`config.mk`:
```
export PLATFORM = sky130hd
export DESIGN_NAME = vga_rx_monitor
export DESIGN_NICKNAME = d
export VERILOG_FILES = /design/src/rtl/vga_rx_monitor.sv
export SDC_FILE = /design/constraint.sdc
export NUM_CORES = 1
export LEC_CHECK = 0
export CAP_MARGIN = 15
export CORE_UTILIZATION = 48
export CTS_CLUSTER_SIZE = 30
export DETAILED_ROUTE_END_ITERATION = 12
export PLACE_DENSITY = 0.85
export SYNTH_ARGS = -nofsm -noshare
export SYNTH_HDL_FRONTEND = slang
export SYNTH_SLANG_ARGS = --single-unit
```
`constraint.sdc`:
```
create_clock -name clk -period 3.85 [get_ports clk]
set_input_delay 0.77 -clock clk [delete_from_list [all_inputs] [get_ports clk]]
set_output_delay 0.77 -clock clk [all_outputs]
set_load 0.05 [all_outputs]
```
`src/rtl/vga_rx_monitor.sv`:
```
// Receive-side VGA monitor: recovers pixel coordinates from hsync/vsync, checks line/frame
// timing against the configured mode, tracks lock and strobes valid active pixels.
module vga_rx_monitor #(
    parameter int unsigned H_ACTIVE    = 640,
    parameter int unsigned H_FRONT     = 16,
    parameter int unsigned H_SYNC      = 96,
    parameter int unsigned H_BACK      = 48,
    parameter int unsigned V_ACTIVE    = 480,
    parameter int unsigned V_FRONT     = 10,
    parameter int unsigned V_SYNC      = 2,
    parameter int unsigned V_BACK      = 33,
    parameter int unsigned LOCK_FRAMES = 2,
    localparam int unsigned H_TOTAL = H_ACTIVE + H_FRONT + H_SYNC + H_BACK,
    localparam int unsigned V_TOTAL = V_ACTIVE + V_FRONT + V_SYNC + V_BACK,
    localparam int unsigned HW      = $clog2(2 * H_TOTAL + 1),
    localparam int unsigned VW      = $clog2(2 * V_TOTAL + 1),
    localparam int unsigned XW      = $clog2(H_ACTIVE),
    localparam int unsigned YW      = $clog2(V_ACTIVE)
) (
    input  logic          clk,
    input  logic          rst,
    input  logic          hsync,
    input  logic          vsync,
    input  logic [3:0]    red,
    input  logic [3:0]    green,
    input  logic [3:0]    blue,
    output logic [XW-1:0] pix_x,
    output logic [YW-1:0] pix_y,
    output logic [11:0]   pix_rgb,
    output logic          pix_valid,
    output logic          frame_start,
    output logic          h_err,
    output logic          v_err,
    output logic          locked,
    output logic [15:0]   err_count
);

    localparam int unsigned GW = $clog2(LOCK_FRAMES + 1);

    localparam logic [HW-1:0] P_SAT   = HW'(2 * H_TOTAL);
    localparam logic [HW-1:0] P_END   = HW'(H_TOTAL - 1);
    localparam logic [HW-1:0] P_SYNC  = HW'(H_SYNC);
    localparam logic [HW-1:0] H_START = HW'(H_SYNC + H_BACK);
    localparam logic [HW-1:0] H_STOP  = HW'(H_SYNC + H_BACK + H_ACTIVE);
    localparam logic [VW-1:0] L_SAT   = VW'(2 * V_TOTAL);
    localparam logic [VW-1:0] L_SYNC  = VW'(V_SYNC);
    localparam logic [VW-1:0] V_START = VW'(V_SYNC + V_BACK);
    localparam logic [VW-1:0] V_STOP  = VW'(V_SYNC + V_BACK + V_ACTIVE);
    localparam logic [VW:0]   V_TOT_W = (VW + 1)'(V_TOTAL);
    localparam logic [GW-1:0] G_LOCK  = GW'(LOCK_FRAMES);

    typedef enum logic [1:0] {StSearch, StTrack, StLocked} state_e;

    state_e          state_q, state_d;
    logic [GW-1:0]   good_q, good_d;
    logic            err_since_q, err_since_d;
    logic            hs_d, vs_d, h_seen;
    logic [HW-1:0]   p_q, p_n;
    logic [VW-1:0]   l_q, l_n;
    logic            hs_fall, hs_rise, vs_fall, vs_rise;
    logic            p_sat_evt, l_sat_evt, h_err_n, v_err_n, active;
    logic [16:0]     cnt_sum;

    assign hs_fall = ~hsync & hs_d;
    assign hs_rise = hsync & ~hs_d;
    assign vs_fall = ~vsync & vs_d;
    assign vs_rise = vsync & ~vs_d;

    always_comb begin
        p_n = p_q;
        if (hs_fall)             p_n = '0;
        else if (p_q != P_SAT)   p_n = p_q + HW'(1);
        l_n = l_q;
        if (vs_fall)                       l_n = '0;
        else if (hs_fall && l_q != L_SAT)  l_n = l_q + VW'(1);

        p_sat_evt = (p_n == P_SAT) && (p_q != P_SAT);
        l_sat_evt = (l_n == L_SAT) && (l_q != L_SAT);

        h_err_n = (hs_fall && h_seen && p_q != P_END) || (hs_rise && p_n != P_SYNC) || p_sat_evt;
        // Frame length is only meaningful once a previous vs_fall has been seen.
        v_err_n = (vs_fall && state_q != StSearch &&
                   (({1'b0, l_q} + {{VW{1'b0}}, hs_fall}) != V_TOT_W)) ||
                  (vs_rise && l_n != L_SYNC) || l_sat_evt;

        active = (p_n >= H_START) && (p_n < H_STOP) && (l_n >= V_START) && (l_n < V_STOP);
        cnt_sum = {1'b0, err_count} + {16'd0, h_err_n} + {16'd0, v_err_n};
    end

    always_comb begin
        state_d     = state_q;
        good_d      = good_q;
        err_since_d = err_since_q;
        if (p_sat_evt || l_sat_evt) begin
            state_d     = StSearch;
            good_d      = '0;
            err_since_d = 1'b0;
        end else begin
            unique case (state_q)
                StSearch: begin
                    if (vs_fall) begin
                        state_d     = StTrack;
                        good_d      = '0;
                        err_since_d = 1'b0;
                    end
                end
                StTrack, StLocked: begin
                    if (h_err_n || v_err_n) begin
                        state_d     = StTrack;
                        good_d      = '0;
                        // An error on the vs_fall itself belongs to the frame that just ended.
                        err_since_d = ~vs_fall;
                    end else if (vs_fall) begin
                        err_since_d = 1'b0;
                        if (state_q == StTrack && !err_since_q) begin
                            good_d = good_q + GW'(1);
                            if (good_d == G_LOCK) state_d = StLocked;
                        end
                    end
                end
                default: state_d = StSearch;
            endcase
        end
    end

    always_ff @(posedge clk) begin
        if (rst) begin
            state_q     <= StSearch;
            good_q      <= '0;
            err_since_q <= 1'b0;
            hs_d        <= 1'b1;
            vs_d        <= 1'b1;
            h_seen      <= 1'b0;
            p_q         <= '0;
            l_q         <= '0;
            pix_x       <= '0;
            pix_y       <= '0;
            pix_rgb     <= '0;
            pix_valid   <= 1'b0;
            frame_start <= 1'b0;
            h_err       <= 1'b0;
            v_err       <= 1'b0;
            locked      <= 1'b0;
            err_count   <= '0;
        end else begin
            state_q     <= state_d;
            good_q      <= good_d;
            err_since_q <= err_since_d;
            hs_d        <= hsync;
            vs_d        <= vsync;
            h_seen      <= h_seen | hs_fall;
            p_q         <= p_n;
            l_q         <= l_n;
            pix_x       <= XW'(p_n - H_START);
            pix_y       <= YW'(l_n - V_START);
            pix_rgb     <= {red, green, blue};
            pix_valid   <= active && (state_d == StLocked);
            frame_start <= vs_fall;
            h_err       <= h_err_n;
            v_err       <= v_err_n;
            locked      <= (state_d == StLocked);
            err_count   <= cnt_sum[16] ? 16'hFFFF : cnt_sum[15:0];
        end
    end

endmodule

```
-- Word level (Yosys, flattened, before mapping)
Cells that the tools add are included.
- add/subtract/negate cells: 8
- $lt $le $gt $ge: 4
- eq/ne operators: 15
- multiplexer cells: 20
- bitwise operators: 10
- reductions and logical operators: 27
- operators by type and width (cell ; number):
    $mux 11 ; 4
    $add 11x1->11 const B ; 2
    $eq 11x11->1 const B ; 2
    $lt 11x10->1 const B ; 2
    $ne 11x11->1 const B ; 2
    $mux 2 ; 10
    $add 16x1->17 ; 1
    $add 17x1->17 ; 1
    $mux 16 ; 1
    $logic_and 1x1->1 ; 14
    $add 11x1->12 ; 1
    $ne 12x10->1 const B ; 1
    $ge 11x6->1 const B ; 1
    $ge 11x8->1 const B ; 1
    $ne 11x10->1 const B ; 1
    $ne 11x2->1 const B ; 1
    $ne 11x7->1 const B ; 1
    $sub 10x8->10 const B ; 1
    $sub 9x6->9 const B ; 1
    $pmux 2 s2 ; 2
    $eq 2x2->1 const B ; 3
    $logic_or 1x1->1 ; 6
    $ne 3x3->1 const B ; 2
    $not 1->1 ; 5
    other kinds (12) ; 18
- register bits after elaboration: 82
- input bits: 16
- logic and storage cells: 101

-- Longest topological paths before layout
Gate-level depths: netlist of the first run.
- depth in word-level cells: 15
- gate-level depth with buffers: 22
- depth with buffers taken out: 21

-- Worst setup path before layout of the first run
OpenSTA, ideal clock, no wires.
- path kind: input port to flip-flop
- start point: input hsync
- end point: register err_count[10]
- library setup time: 0.071 ns
- arrival time: 4.175 ns
- data required time: 3.779 ns
- slack: -0.395 ns
- stages on the path: 19
- path through: nand2b_1 clkbuf_1 nor2_1 nor2_1 a211oi_1 ha_1 nor2b_1 and4_1 or3_4 inv_2 fa_1 inv_1 ha_1 and3_1 nand2_1 nor3_1 nand4_1 clkbuf_1 a21oi_1
- word-level cells in the longest chain between the ends: 11
- elaborated cells between the ends (all ways): 27
- those cells by class: add/sub: 3; eq/ne: 5; mux: 4; bitwise: 3; reduce/logical: 12
- RTL lines (what ; RTL line ; source):
    start: declaration ; 22 ; input logic hsync,
    $not 1->1 * ; 64 ; assign hs_fall = ~hsync & hs_d;
    $and 1x1->1 * ; 64 ;
    $logic_and 1x1->1 * ; 75 ; else if (hs_fall && l_q != L_SAT) l_n = l_q + VW'(1);
    $mux 11 * ; 75 ;
    $mux 11 * ; 74 ; if (vs_fall) l_n = '0;
    named net l_n[1] ; 59 ; logic [VW-1:0] l_q, l_n;
    $ne 11x2->1 ; 84 ; (vs_rise && l_n != L_SYNC) || l_sat_evt;
    $logic_and 1x1->1 ; 84 ;
    $logic_or 1x1->1 ; 83 ; (({1'b0, l_q} + {{VW{1'b0}}, hs_fall}) != V_TOT_W)) ||
    $logic_or 1x1->1 * ; 84 ;
    $add 17x1->17 * ; 87 ; cnt_sum = {1'b0, err_count} + {16'd0, h_err_n} + {16'd0, v_err_n};
    $mux 16 * ; 162 ; err_count <= cnt_sum[16] ? 16'hFFFF : cnt_sum[15:0];
    end signal: assignment ; 162 ;
    end: declaration ; 35 ; output logic [15:0] err_count
The timed path passes the listed nets; every way through them passes the cells marked *.
A chain may end at the register's enable or synchronous reset.

-- Final worst setup path of the first run
- start point: register l_q[0]
- end point: register err_count[13]
- word-level cells in the longest chain between the ends: 10
- elaborated cells between the ends (all ways): 16
- those cells by class: add/sub: 3; eq/ne: 4; mux: 3; reduce/logical: 6
- RTL lines (what ; RTL line ; source):
    start: declaration ; 59 ;
    start signal: assignment ; 153 ; l_q <= l_n;
    parallel branches: the longest is 7 deep, another holds $add 11x1->11 ; -- ;
    $logic_or 1x1->1 * ; 84 ;
    $add 17x1->17 * ; 87 ;
    $mux 16 * ; 162 ;
Mark *: on every way between the ends.

==> results by group, run 1 <==
Logic synthesis
  – Main synth FF type: dfxtp_1
  – Post-synth EDFFs: 0
  – Async set-reset flop share out of synthesis: 0
  – Seq cells post-synth: 78
  – Synth Area in Compound Gates: 0.133
  – Synth area leaders: dfxtp_1 39%, ha_1 5.3%, nor2_1 5.1%
  – Seq/Total Area, Yosys: 0.390
  – Mapped Area: 0.00400 sq mm
  – Synthesis Warnings: 0
  – Largest family of logic cells by synthesized area: simple AND/OR/NAND/NOR gates
  – Synth Instances: 463
  – Post-Synth Adder-Cell Area: 0.0581
  – Synth unique cells: 65
  – Xor and xnor fraction of the mapped netlist area: 0.0744
  – Synth Area in Simple Gates: 0.279
  – Multiplexer area fraction after synthesis: 0.0106
  – Top cell type by total area after synthesis: dfxtp_1
  – Mapped Avg Cell Area: 8.65 sq um
  – Yosys top cell area share: 0.390
  – Synthesized net count: 497

Floorplan
  – Die area: 0.00871 sq mm
  – Core ar.: 0.00789 sq mm
  – # IOs: 68
  – Initial Utilization: 0.508
  – Row Count: 32
  – Die height: 93.3 microns
  – Die W: 93.3 microns

STA
  – Final setup violation count: 0
  – Fmax: 263 MHz
  – Max-slew violations: 0
  – Unrepaired setup endpoints after global routing: yes
  – Post-route setup slack: 0.0472 ns
  – Slew headroom: 0.497
  – Final Hold Viols: 0
  – Fin Clk Skew: 0.0151 ns
  – Fin crit share: 0.988
  – Final worst path period need: 3.80 ns
  – WHS: 0.476 ns
  – Worst-margin pin slew: 0.755 ns

Global route
  – Initial antenna violation count: 0
  – Pin count of the biggest net entering global routing: 71
  – GRT Total Usage: 0.247
  – Global-route wire length before repair: 16.8 mm
  – Gr ovfl total: 0
  – Vias in the first global route: 3686

Cells and area
  – Post-route cell area: 0.00570 sq mm
  – Fraction of layout cells with a size suffix above 1: 0.267
  – Ant diodes: 0
  – Area growth from synthesis to layout: 42.4%
  – Most frequent cells in the layout: 75 x dfxtp_1, 74 x buf_4, 64 x clkdlybuf4s50_1, 51 x nor2_1, 24 x nand3_1
  – Non-Filler Instances: 701
  – Nets: 628
  – Commonest non-fill, non-tap cell in the layout: dfxtp_1

Setup path
  – Reg2reg setup slack: 0.05 ns
  – CP arrival: 4.10 ns
  – Worst R2R End: err_count[13]
  – Critical R2R Launch: l_q[0]
  – Crit path required time: 4.15 ns
  – Reg2reg path depth: 19
  – Crit end category: flip-flop
  – Crit-path max FO: 7
  – Crit Path Class: reg -> reg
  – Crit start category: flip-flop

Route
  – DR pass1 iterations: 5
  – Final ANT Viol Nets: 0
  – DR WL/cell: 15.3 microns
  – Residual DRC: 0
  – Vias: 3860
  – Final WL: 10.7 mm
  – Vias/cell: 5.51
  – Iteration-0 DRC Markers: 207

Clock tree
  – Root Driver: clkbuf_8
  – Clock Path Buffers: 2
  – CTS H-tree depth: 3
  – Cts hold-fix bufs: 0
  – CTS Sinks: 78
  – Total CTS buffers: 9
  – Clock transition at path regs: 0.10 ns
  – Worst-Skew Late Latency: 0.37 ns
  – CTS tree: built

Hold path
  – Worst Hold Depth: 2
  – Hold Path Origin: state_q[1]
  – Worst-case hold path end point: state_q[1]
  – HP Class: reg -> reg

Outcome
  – Status: completed

Run
  – Max-Cap Viols: 0

Pwr
  – Total design power: 1.85 mW
  – Leakage: 2.23 nW
  – Pwr dens: 325 mW/mm^2
  – Peak supply drop: 0.170 mV

Placement
  – Worst slack at placement: -0.518 ns
  – DP Area: 0.00520 sq mm
  – Cell count after placement: 674
  – Final GP Congestion: 0.914
  – Port Buf Inserts: 67
  – HPWL after DPL: 7.21 mm
==> sequential cells by signal (all words and copies together), names as in the netlist, 2 cells and up <==
| signal | cells |
|---|---|
| err_count | 16 |
| good_q | 2 |
| l_q | 11 |
| p_q | 7 |
| pix_rgb | 12 |
| pix_x | 10 |
| pix_y | 9 |
| state_q | 2 |
==> metal layers <==
metal  wire, microns  GRT usage
met1            4540      0.288
met4             284      0.104
met2            5360      0.439
met5               0          0
met3             522     0.0480
==> worst max-delay path by stage <==
stage           start             to  slack (ns)  cells after the start
2_1_floorplan   hsync  err_count[10]       0.001                     20
3_5_place_dp    hsync   err_count[1]       -0.52                     20
6_report       l_q[0]  err_count[13]        0.05                     19
5_1_grt        l_q[0]  err_count[13]       -0.12                     18
4_1_cts         hsync  err_count[10]        0.01                     18
3_3_place_gp    hsync   err_count[0]       -0.38                     20
==> cell families (layout without fill, tap and decap cells) <==
| family | after synthesis | after routing |
|---|---|---|
| AO/OA/AOI/OAI | 80 | 80 |
| XOR/XNOR | 34 | 34 |
| adder cells (fa/ha/maj) | 18 | 18 |
| buffers and inverters | 48 | 184 |
| flip-flops | 78 | 78 |
| multiplexers | 3 | 3 |
| AND/OR/NAND/NOR | 202 | 202 |
==> where the power goes <==
part           leakage, nW  switching, mW  internal, mW  total (mW)
sequential           0.641         0.0152         0.835       0.850
clock                0.101          0.357         0.314       0.671
combinational         1.49          0.196         0.136       0.332
==> cell usage after synthesis, types with 8 or more instances <==
| master | number |
|---|---|
| nand3_1 | 24 |
| nor2b_1 | 21 |
| clkbuf_1 | 12 |
| nand4_1 | 10 |
| dfxtp_1 | 78 |
| xor2_1 | 16 |
| nor4_1 | 9 |
| o21ai_0 | 12 |
| ha_1 | 17 |
| nand2b_1 | 8 |
| nor2_1 | 54 |
| inv_1 | 23 |
| nand2_1 | 21 |
| a21oi_1 | 27 |
| xnor2_1 | 18 |
| nor3_1 | 14 |
==> timing repair <==
| item | 4_1_cts | 5_1_grt |
|---|---|---|
| buffers inserted | 4 | 6 |
| gates resized for setup | 17 | 36 |
| endpoints found under the setup margin | 16 | 16 |
| pin swaps | 6 | 19 |
| gates cloned | 1 | 0 |
| endpoints found under the hold margin | 0 | 0 |
==> through the flow <==
stage	utilization	TNS (ns)
6_report	0.723	0
5_1_grt	0.723	-1.08
4_1_cts	0.700	0
3_5_place_dp	0.660	-7.68
3_3_place_gp	0.660	-5.87
2_1_floorplan	-	0
==> layout make-up <==
class                           count  area (sq um)
Fill cell                         585          2190
Timing Repair Buffer              144          1250
Sequential cell                    78          1570
Clock buffer                        9           124
Tap cell                          102           128
Clock inverter                      7          90.1
Multi-Input combinational cell    337          2440
Inverter                           24          95.1
==> critical path, stage by stage, from the launching register on <==
cell and delay, ns:
dfxtp_2 0.35, buf_4 0.16, ha_4 0.15, nand4b_1 0.23
or3_4 0.46, a211oi_2 0.19, buf_4 0.16, nor4b_2 0.05
a41oi_2 0.16, or3_4 0.16, inv_4 0.04, fa_2 0.40
inv_2 0.09, ha_4 0.13, and3_4 0.20, nand2_4 0.07
nor3_4 0.16, nand4_1 0.21, buf_6 0.22, a21oi_2 0.16
Power figures use the tool's default switching activity.
==> run 2: changes to the inputs <==
--- a/config.mk
+++ b/config.mk
@@ -9,7 +9,7 @@
 export CORE_UTILIZATION = 48
 export CTS_CLUSTER_SIZE = 30
 export DETAILED_ROUTE_END_ITERATION = 12
-export PLACE_DENSITY = 0.85
+export PLACE_DENSITY_LB_ADDON = 0.1
 export SYNTH_ARGS = -nofsm -noshare
 export SYNTH_HDL_FRONTEND = slang
 export SYNTH_SLANG_ARGS = --single-unit
==> run 2 against run 1 <==
Against the previous run:
- routed wire length fell by 3.3%
- register-to-register slack improved by 0.02 ns
- first-iteration DRC count fell by 21%
- total power fell by 1.3%
- utilization rose by 0.73 points
- sequential share of layout area fell by 0.30 points
- critical path depth did not move
- combinational power barely moved
- sequential power barely moved
- critical path type unchanged
- largest cell class unchanged
- largest power group unchanged
==> results by group, run 2 (synthesis gave the netlist of run 1 again) <==
Clock tree
  – Worst-Skew Late Latency: 0.35 ns
  – CTS tree: built
  – CTS Sinks: 78
  – Clock transition at path regs: 0.09 ns
  – Total CTS buffers: 9
  – Clock Path Buffers: 2
  – Root Driver: clkbuf_8
  – CTS H-tree depth: 3

Global route
  – Pin count of the biggest net entering global routing: 71
  – Vias in the first global route: 3471
  – Gr ovfl total: 0
  – Global-route wire length before repair: 16.2 mm
  – Initial antenna violation count: 0
  – GRT Total Usage: 0.235

Route
  – DR WL/cell: 14.7 microns
  – Final ANT Viol Nets: 0
  – Iteration-0 DRC Markers: 164
  – DR pass1 iterations: 5
  – Residual DRC: 0
  – Vias: 3786
  – Vias/cell: 5.39
  – Final WL: 10.4 mm

STA
  – Post-route setup slack: 0.0689 ns
  – Fin Clk Skew: 0.0108 ns
  – Unrepaired setup endpoints after global routing: yes
  – Final worst path period need: 3.78 ns
  – Final setup violation count: 0
  – Slew headroom: 0.488
  – Post-Route Setup TNS: 0 ns
  – Final Hold Viols: 0
  – Worst-margin pin slew: 0.768 ns
  – Max-slew violations: 0
  – Fin crit share: 0.982
  – Fmax: 264 MHz

Floorplan
  – # IOs: 68
  – Initial Utilization: 0.508
  – Row Count: 32
  – Core ar.: 0.00789 sq mm
  – Die height: 93.3 microns
  – Die area: 0.00871 sq mm
  – Die W: 93.3 microns

Setup path
  – Slowest CP cell: nor4_2
  – Crit end category: flip-flop
  – Crit path required time: 4.14 ns
  – CP arrival: 4.07 ns
  – Cell family with most CP delay: simple AND/OR/NAND/NOR gates
  – Crit-path max FO: 8
  – Crit-path cells: nor4_2 -> and3_4 -> nor2_4 -> xnor2_2 -> or2_4 -> ha_4 -> nor2b_4 -> a41oi_2 -> or3_4 -> inv_2 -> fa_2 -> inv_2 -> ha_4 -> and3_4 -> nand2_4 -> nor3_4 -> nand4_1 -> buf_6 -> a21oi_2
  – Buf+Inv Stages, Crit Path: 3
  – Crit Path Class: reg -> reg
  – Crit-path max cell delay: 0.41 ns
  – Crit start category: flip-flop

Pwr
  – Clock power frac: 0.353
  – Total design power: 1.83 mW
  – Sw frac: 0.298
  – Sequential fraction of design power: 0.464
  – Leakage: 2.24 nW
  – Pwr dens: 318 mW/mm^2
  – Power share of the combinational group: 0.183
  – Int Pwr: 1.28 mW
  – Peak supply drop: 0.274 mV
  – Net Switching: 545 uW

Placement
  – Worst slack at placement: -0.456 ns
  – Port Buf Inserts: 67
  – DP Area: 0.00522 sq mm
  – Final GP Congestion: 0.902
  – HPWL after DPL: 7.11 mm

Outcome
  – Status: completed

Hold path
  – HP Class: reg -> reg

Cells and area
  – Commonest non-fill, non-tap cell in the layout: buf_4
  – Area growth from synthesis to layout: 43.8%
  – Reg with most FFs: err_count
  – Nets: 630
  – Fraction of layout cells with a size suffix above 1: 0.286
  – Largest regs: err_count (16), pix_rgb (12), l_q (11)
  – Max FFs per register: 16
  – Util after Layout: 0.730
  – Post-route cell area: 0.00576 sq mm
  – Most frequent cells in the layout: 76 x buf_4, 74 x dfxtp_1, 65 x clkdlybuf4s50_1, 53 x nor2_1, 24 x nand3_1
  – Ant diodes: 0

Run
  – Max-Cap Viols: 0
==> run 2: cell count changes in the layout (fill, tap and decap cells not counted), sizes merged <==
cell and delta:
buf +2, clkdlybuf4s50 +1, clkinv +2, clkinvlp -1, dlymetal6s2s -1, inv -1
==> run 2: metal layers <==
layer / track usage / vias up / routed length [microns]
met5: 0 / - / 0
met4: 0.0872 / 0 / 267
met3: 0.0488 / 26 / 515
met2: 0.374 / 114 / 4830
met1: 0.313 / 1762 / 4750
li1: - / 1884 / -
==> run 2: area by class of cell <==
cell class / instances / area [sq um]
fillers: 581 / 2130
multi-input cells: 337 / 2500
repair buffers: 146 / 1270
inverters: 24 / 92.6
well taps: 102 / 128
clock buffers: 9 / 124
clock inverters: 7 / 82.6
flip-flops and latches: 78 / 1570
==> run 2: worst register-to-register path, stage by stage, from the launching register on <==
cell and delay, ns:
dfxtp_1 0.33, nor4_2 0.41, and3_4 0.28, nor2_4 0.06, xnor2_2 0.13, or2_4 0.26, ha_4 0.17, nor2b_4 0.13
a41oi_2 0.21, or3_4 0.17, inv_2 0.04, fa_2 0.36, inv_2 0.07, ha_4 0.12, and3_4 0.20, nand2_4 0.06
nor3_4 0.19, nand4_1 0.18, buf_6 0.20, a21oi_2 0.14
==> run 2: final timing paths <==
kind | slack [ns] | end | cells after the start | from
worst max-delay path | 0.07 | err_count[6] | 19 | l_q[2]
worst min-delay path | 0.49 | state_q[1] | 2 | state_q[1]
worst max register to register | 0.07 | err_count[6] | 19 | l_q[2]
worst min register to register | 0.49 | state_q[1] | 2 | state_q[1]
==> run 2: timing repair <==
item                                    4_1_cts  5_1_grt
buffers inserted                              1       10
endpoints found under the setup margin       16       16
hold buffers                                  0        0
gates resized for setup                       5       56
pin swaps                                     0       20
==> run 2: through the flow <==
| step | hold slack (ns) | std cells |
|---|---|---|
| 6_report | 0.487 | 703 |
| 5_1_grt | 0.509 | 703 |
| 4_1_cts | 0.484 | 693 |
| 3_5_place_dp | 0.472 | 676 |
| 3_3_place_gp | 0.459 | 676 |
| 2_1_floorplan | 0.440 | 463 |
==> run 2: power by group through the flow <==
stage / Combinational (mW) / Sequential (mW) / Clock [mW]
floorplan: 0.117 / 0.944 / 0
global placement: 0.304 / 0.866 / 0
detailed placement: 0.306 / 0.867 / 0
CTS: 0.309 / 0.848 / 0.656
global route: 0.357 / 0.852 / 0.698
finish: 0.335 / 0.849 / 0.645
==> run 3: changes to the inputs <==
--- a/config.mk
+++ b/config.mk
@@ -6,6 +6,7 @@
 export NUM_CORES = 1
 export LEC_CHECK = 0
 export CAP_MARGIN = 15
+export CORE_MARGIN = 3
 export CORE_UTILIZATION = 48
 export CTS_CLUSTER_SIZE = 30
 export DETAILED_ROUTE_END_ITERATION = 12
==> run 3 against run 2 <==
Against the previous run:
- via count grew 0.40%
- clock power is essentially flat
- count of clock-buffer cells in the layout grew 3
- critical path depth shrank 3
- sequential power is essentially flat
- clock skew grew 0.00066 ns
==> results by group, run 3 (synthesis gave the netlist of run 1 again) <==
STA
  – WHS: 0.482 ns
  – Fmax: 260 MHz
  – Final Hold Viols: 0
  – Fin crit share: 1.00
  – Fin Clk Skew: 0.0115 ns
  – Slew headroom: 0.503
  – Final worst path period need: 3.85 ns
  – Final setup violation count: 0
  – Unrepaired setup endpoints after global routing: yes
  – Post-Route Setup TNS: 0 ns
  – Max-slew violations: 0
  – Worst-margin pin slew: 0.745 ns

Pwr
  – Peak supply drop: 0.166 mV
  – Pwr dens: 323 mW/mm^2
  – Leakage: 2.17 nW

Clock tree
  – Clock Path Buffers: 2
  – Root Driver: clkbuf_8
  – Cts hold-fix bufs: 0
  – CTS Sinks: 78
  – Total CTS buffers: 9
  – CTS tree: built
  – CTS H-tree depth: 3
  – Clock transition at path regs: 0.09 ns
  – Worst-Skew Late Latency: 0.35 ns

Setup path
  – Crit path required time: 4.13 ns
  – Reg2reg setup slack: 0.0001 ns
  – Crit-path max FO: 9
  – Cell family with most CP delay: simple AND/OR/NAND/NOR gates
  – Slowest CP cell: or4_1
  – Crit-path cells: nand4_4 -> or4_1 -> a21oi_2 -> nor4b_4 -> a41oi_2 -> or3_4 -> inv_4 -> fa_2 -> inv_2 -> ha_4 -> and3_4 -> nand2_4 -> nor3_4 -> nand4_1 -> buf_6 -> a21oi_1
  – Crit-path max cell delay: 0.63 ns
  – Crit Path Class: reg -> reg
  – Buf+Inv Stages, Crit Path: 3
  – Crit end category: flip-flop
  – CP arrival: 4.13 ns
  – Crit start category: flip-flop

Run
  – Max-Cap Viols: 0

Cells and area
  – Util after Layout: 0.711
  – Fraction of layout cells with a size suffix above 1: 0.256
  – Most frequent cells in the layout: 75 x dfxtp_1, 65 x clkdlybuf4s50_1, 60 x buf_4, 52 x nor2_1, 23 x nand3_1
  – Max FFs per register: 16
  – Ant diodes: 0
  – Non-Filler Instances: 687
  – Area growth from synthesis to layout: 40.7%
  – Nets: 614
  – Reg with most FFs: err_count
  – Commonest non-fill, non-tap cell in the layout: dfxtp_1
  – Largest regs: err_count (16), pix_rgb (12), l_q (11)

Floorplan
  – Die area: 0.00947 sq mm
  – Row Count: 32
  – Die height: 97.3 microns
  – # IOs: 68
  – Die W: 97.3 microns
  – Core ar.: 0.00793 sq mm
  – Initial Utilization: 0.505

Route
  – DR WL/cell: 15.4 microns
  – DR pass1 iterations: 5
  – Residual DRC: 0
  – Iteration-0 DRC Markers: 189
  – Vias/cell: 5.53
  – Final WL: 10.5 mm
  – Vias: 3801
  – Final ANT Viol Nets: 0

Placement
  – Final GP Congestion: 0.974
  – HPWL after DPL: 7.21 mm
  – Cell count after placement: 662
  – Port Buf Inserts: 67

Outcome
  – Status: completed

Global route
  – GRT Total Usage: 0.220
  – Pin count of the biggest net entering global routing: 71
  – Vias in the first global route: 3757
  – Gr ovfl total: 0
  – Initial antenna violation count: 0
  – Global-route wire length before repair: 17.5 mm

Hold path
  – HP Class: reg -> reg
## run 3: metal layers
layer | global-route usage | vias to the layer above | wire length, microns
met4 | 0.0788 | 0 | 238
met1 | 0.273 | 1791 | 4500
met2 | 0.377 | 138 | 5220
li1 | - | 1845 | -
met5 | 0 | - | 0
met3 | 0.0459 | 27 | 593
## run 3: cell type report
cell class,count,area (sq um)
fill,629,2290
tap,102,128
clock inverter,4,53.8
multi-input combinational,337,2490
inverter,24,92.6
clock buffer,12,155
timing repair buffer,130,1140
sequential,78,1570
## run 3: path summary, 6_finish.rpt
kind                            depth (start not counted)      endpoint  startpoint
worst min-delay path                                    2        h_seen      h_seen
worst min register to register                          2        h_seen      h_seen
worst max register to register                         16  err_count[4]      l_q[4]
worst max-delay path                                   16  err_count[4]      l_q[4]
## run 3: repair_timing
action                     4_1_cts  5_1_grt
gates cloned                     1        0
buffers inserted                 3        5
gates resized for setup         14       45
setup endpoints to repair       14       16
pin swaps                        2       18
## run 3: power breakdown
part	leakage, nW	total (mW)	switching [mW]	internal (mW)
combinational	1.43	0.320	0.192	0.129
sequential	0.641	0.850	0.0153	0.835
clock	0.0992	0.647	0.309	0.338
total	2.17	1.82	0.516	1.30
## run 3: worst reg2reg max path: cells and delay by family (launching register included)
kind | cells | cell delay [ns]
simple gates | 8 | 1.81
compound gates | 3 | 0.59
flops | 1 | 0.53
fa+ha+maj | 2 | 0.52
buf+inv | 3 | 0.33
## run 3: metrics by stage
stage               power (mW)  area [sq um]  worst slack (ns)
floorplan                 1.06          4060           0.00131
global placement          1.16          5110            -0.377
detailed placement        1.17          5110            -0.470
CTS                       1.81          5410            0.0352
global route              1.89          5630            -0.220
finish                    1.82          5630          0.000123
